<file path="src/rtl/bus_gate_arbiter.sv">
// bus_gate_arbiter: grants the shared datapath bus to one source at a time and drives the
// one-hot gate enables, holding MDR grants in a memory-ready wait with timeout abort.
module bus_gate_arbiter #(
    parameter bit RR_EN       = 1'b1,
    parameter int MDR_TIMEOUT = 15
) (
    input  logic       clk,
    input  logic       rst_n,
    input  logic       reqMARM,
    input  logic       reqPC,
    input  logic       reqALU,
    input  logic       reqMDR,
    input  logic       memR,
    output logic       enaMARM,
    output logic       enaPC,
    output logic       enaALU,
    output logic       enaMDR,
    output logic       busBusy,
    output logic       grantDone,
    output logic       errTimeout,
    output logic [1:0] lastGrant
);
    typedef enum logic [1:0] {IDLE, XFER, WAIT_MEM} state_t;
    state_t     state_q, state_d;
    logic [1:0] gnt_q, gnt_d, last_q, last_d, base, win, idx;
    logic [7:0] cnt_q, cnt_d;
    logic [3:0] ena_q, ena_d, req_m;
    logic       busy_q, busy_d, done_q, done_d, err_q, err_d, hit;

    always_comb begin
        // the grantee finishing this cycle drops its request on grantDone, so ignore it now
        req_m = {reqMDR, reqALU, reqPC, reqMARM} & ((state_q == XFER) ? ~(4'b0001 << gnt_q) : 4'b1111);
        base = RR_EN ? ((state_q == XFER) ? gnt_q : last_q) + 2'd1 : 2'd0;
        win = base;
        hit = 1'b0;
        for (int i = 3; i >= 0; i--) begin
            idx = base + 2'(i);
            if (req_m[idx]) begin
                win = idx;
                hit = 1'b1;
            end
        end
        state_d = state_q;
        gnt_d = gnt_q;
        last_d = last_q;
        cnt_d = cnt_q;
        err_d = 1'b0;
        if (state_q == WAIT_MEM) begin
            if (!reqMDR) begin
                state_d = IDLE;
            end else if (memR) begin
                state_d = XFER;
            end else if (9'(cnt_q) + 9'd1 >= 9'(MDR_TIMEOUT)) begin
                state_d = IDLE;
                err_d = 1'b1;
                last_d = 2'd3;
            end else begin
                cnt_d = (cnt_q == 8'hFF) ? cnt_q : cnt_q + 8'd1;
            end
        end else begin
            last_d = (state_q == XFER) ? gnt_q : last_q;
            state_d = hit ? ((win == 2'd3) ? WAIT_MEM : XFER) : IDLE;
            gnt_d = hit ? win : gnt_q;
            cnt_d = 8'd0;
        end
        ena_d = (state_d == XFER) ? 4'b0001 << gnt_d : 4'b0000;
        busy_d = state_d != IDLE;
        done_d = state_d == XFER;
    end

    always_ff @(posedge clk or negedge rst_n) begin
        if (!rst_n) begin
            state_q <= IDLE;
            gnt_q <= 2'd0;
            last_q <= 2'd3;
            cnt_q <= 8'd0;
            ena_q <= 4'b0000;
            busy_q <= 1'b0;
            done_q <= 1'b0;
            err_q <= 1'b0;
        end else begin
            state_q <= state_d;
            gnt_q <= gnt_d;
            last_q <= last_d;
            cnt_q <= cnt_d;
            ena_q <= ena_d;
            busy_q <= busy_d;
            done_q <= done_d;
            err_q <= err_d;
        end
    end

    assign {enaMDR, enaALU, enaPC, enaMARM} = ena_q;
    assign busBusy = busy_q;
    assign grantDone = done_q;
    assign errTimeout = err_q;
    assign lastGrant = last_q;
endmodule

</file>
<file path="config.mk">
export PLATFORM = sky130hd
export DESIGN_NAME = bus_gate_arbiter
export DESIGN_NICKNAME = d
export VERILOG_FILES = /design/src/rtl/bus_gate_arbiter.sv
export SDC_FILE = /design/constraint.sdc
export NUM_CORES = 1
export LEC_CHECK = 0
export BUFFER_PORTS_ARGS = -buffer_cell sky130_fd_sc_hd__buf_2
export CELL_PAD_IN_SITES_DETAIL_PLACEMENT = 1
export CELL_PAD_IN_SITES_GLOBAL_PLACEMENT = 1
export CORE_MARGIN = 2
export CORE_UTILIZATION = 44
export CTS_CLUSTER_SIZE = 10
export DETAILED_ROUTE_END_ITERATION = 10
export PLACE_DENSITY_LB_ADDON = 0.1
export SLEW_MARGIN = 20
export SYNTH_ARGS = -nofsm -noshare
export SYNTH_HDL_FRONTEND = slang
export SYNTH_SLANG_ARGS = --single-unit
</file>
<file path="constraint.sdc">
create_clock -name clk -period 2.75 [get_ports clk]
set_input_delay 0.1375 -clock clk [delete_from_list [all_inputs] [get_ports clk]]
set_output_delay 0.1375 -clock clk [all_outputs]
set_load 0.02 [all_outputs]
</file>
==> results.ini <==
[routing]
drtIter0Drc = 16
wl_per_cell_microns = 16.9
vias_per_cell = 5.91
drc = 0
wl_microns = 3250
first_pass_iters = 4
num_vias = 1135
ant_nets = 0

[timing]
setup_violations = 0
period_minus_slack_ns = 2.60
setup_tns_ns = 0
worst_pin_slew_ns = 0.483
max-slew-margin-rel_pct = 67.2
clock-skew-final_ns = 0.00209
slew_violations = 0
max_freq_mhz = 384
fin_crit_sh_pct = 94.6
timing.final.hold_violations = 0
rsz0062_at_grt = no

[clock_network]
root_buffer = clkbuf_4
cts_made_buffers = 3
cts.htree.levels = 1
cts_tree = built
insertion_delay_ns = 0.29
clk_path_buf_depth = 2
clkSinkCount = 21
cts.clk_slew.worst_paths_ns = 0.11

[die]
die_h_microns = 59.5
die_w_microns = 59.5
core_sq_um = 2980
core.rowCount = 20
initial_core_util_pct = 45.5
dieArea_sq_um = 3540
io_pins = 16

[synthesis]
ys_warn_count = 0
syn_area_sq_um = 1360
synthArstFlopShare_pct = 100
synth_ff_type = dfrtp_1
synth_edf_count = 0
syn_inst = 139
ys_seq_area_share_pct = 39.0
yosysUniqueCellTypes = 49
syn_avg_cell_area_sq_um = 9.75
synth_nets = 148
ys_ff_latch = 21

[placement]
port_buffers = 15
finalWeightedCongestion = 0.763
hpwl_microns = 2530
place_inst = 186

[pwr]
power_density_nw_per_um2 = 1210
p_leak_nw = 0.723
irDropWorstVdd_mv = 0.532

[layout]
fill_cells = 341
layout.cells.non_filler = 192
drive_gt1_share_pct = 25.2
insertedDiodeCount = 0
area_growth_pct = 12.5
nets = 169

[critical_path]
worstPathArrival_ns = 2.79
cp_max_fo = 12
end_kind = flop
crit_required_ns = 2.94
start_kind = flop
critPathKind = reg2reg

[outcome]
outcome = completed

[global_routing]
grt_pass1_vias = 1117
antenna_found_initial = 0
grt_pass1_wl_microns = 5350
grt_max_degree = 22
grtUsageTotal_pct = 20.2
grt-ovfl-total = 0

[min_path]
hp-class = in2reg

[flow_run]
timing.max_cap.violations = 0

-- area by class of cell --
cell class / count / area, sq um / area share, %
multi-input cells: 111 / 805 / 52.8
repair buffers: 19 / 108 / 7.06
clock buffers: 4 / 26.3 / 1.72
flip-flops and latches: 21 / 529 / 34.7
inverters: 4 / 15.0 / 0.985
well taps: 33 / 41.3 / 2.71
-- sequential cells by signal, indices dropped and copies added (netlist names) --
signal / count
cnt_q: 8
ena_q: 4
busBusy: 1
errTimeout: 1
gnt_q: 2
state_q: 2
lastGrant: 2
grantDone: 1
-- critical path, stage by stage (launching register included) --
cell and delay, ns:
dfrtp_1 0.43, nand2b_4 0.26, mux2_2 0.45, mux2i_1 0.36
mux2i_1 0.14, o32a_2 0.38, xnor2_2 0.18, o31ai_1 0.30
-- routing by layer --
layer  vias to the layer above  part of all wire (%)  track usage, %
met3                         2                   3.1            3.28
li1                        552                     -               -
met2                        16                    46            33.3
met1                       565                    50            27.4
met4                         0                  0.74            5.71
met5                         -                     0               0
-- logic make-up (layout without fill, tap and decap cells) --
kind of cell,Yosys count,after routing,share of synthesized area [%]
XOR/XNOR,2,2,1.85
AO/OA/AOI/OAI,40,40,23.1
multiplexers,10,10,7.76
adder cells (fa/ha/maj),2,2,1.85
buffers and inverters,7,27,2.68
AND/OR/NAND/NOR,57,57,23.8
flip-flops,21,21,39.0
-- synth_stat cells (all sizes together) (4+ instances only) --
library cell / number / area (sq um)
dfrtp: 19 / 475
nor2: 15 / 56.3
mux2i: 9 / 93.8
o21ai: 8 / 40.0
and2: 7 / 43.8
nand2: 7 / 26.3
nand2b: 6 / 45.0
a21o: 5 / 37.5
a21oi: 5 / 28.8
inv: 4 / 15.0
nand3: 4 / 20.0
nor3: 4 / 25.0
-- layout by cell type, fill, tap and decap left out, types with 3 or more instances in the layout --
cell	netlist	final
a21o_1	5	5
a21oi_1	4	4
and2_1	7	7
and3_1	3	3
buf_2	2	15
buf_4	0	3
clkbuf_4	0	3
dfrtp_1	19	18
inv_1	4	4
mux2i_1	8	8
nand2_1	7	7
nand2b_1	5	5
nand3_1	4	4
nor2_1	15	14
nor3_1	3	3
o21ai_0	8	8
o2bb2ai_1	3	3
-- power by group --
| part | internal (W) | switching, W |
|---|---|---|
| logic | 0.000512 | 0.000689 |
| clock network | 0.0000563 | 0.0000870 |
| registers | 0.000412 | 0.0000819 |
| total | 0.000980 | 0.000858 |
-- per-stage QoR --
stage               utilization [%]  setup WS [ns]  area, sq um  power [W]  hold WS, ns
floorplan                         -          0.313         1360    0.00140       -0.158
global placement               49.2          0.213         1470    0.00163        0.106
detailed placement             49.2          0.145         1470    0.00168        0.114
CTS                            50.4          0.103         1500    0.00183        0.179
global route                   51.2        0.00796         1520    0.00197        0.178
finish                         51.2          0.149         1520    0.00184        0.186
-- what timing repair did --
item | in CTS | in global routing
endpoints found under the hold margin | 19 | 0
setup endpoints to repair | 0 | 4
setup buffers | 0 | 1
hold buffers | 1 | 0
resized for setup | 0 | 4
-- path summary, 6_finish.rpt --
path | start | to | slack (ns) | depth (start not counted)
min in group asynchronous | rst_n | grantDone | 0.32 | 2
max | state_q[1] | state_q[1] | 0.15 | 7
min reg2reg | cnt_q[4] | cnt_q[4] | 0.58 | 1
min | memR | lastGrant[0] | 0.19 | 4
max reg2reg | state_q[1] | state_q[1] | 0.15 | 7
max in group asynchronous | rst_n | lastGrant[1] | 2.09 | 2
No activity file was read; power rests on OpenSTA's default activity.
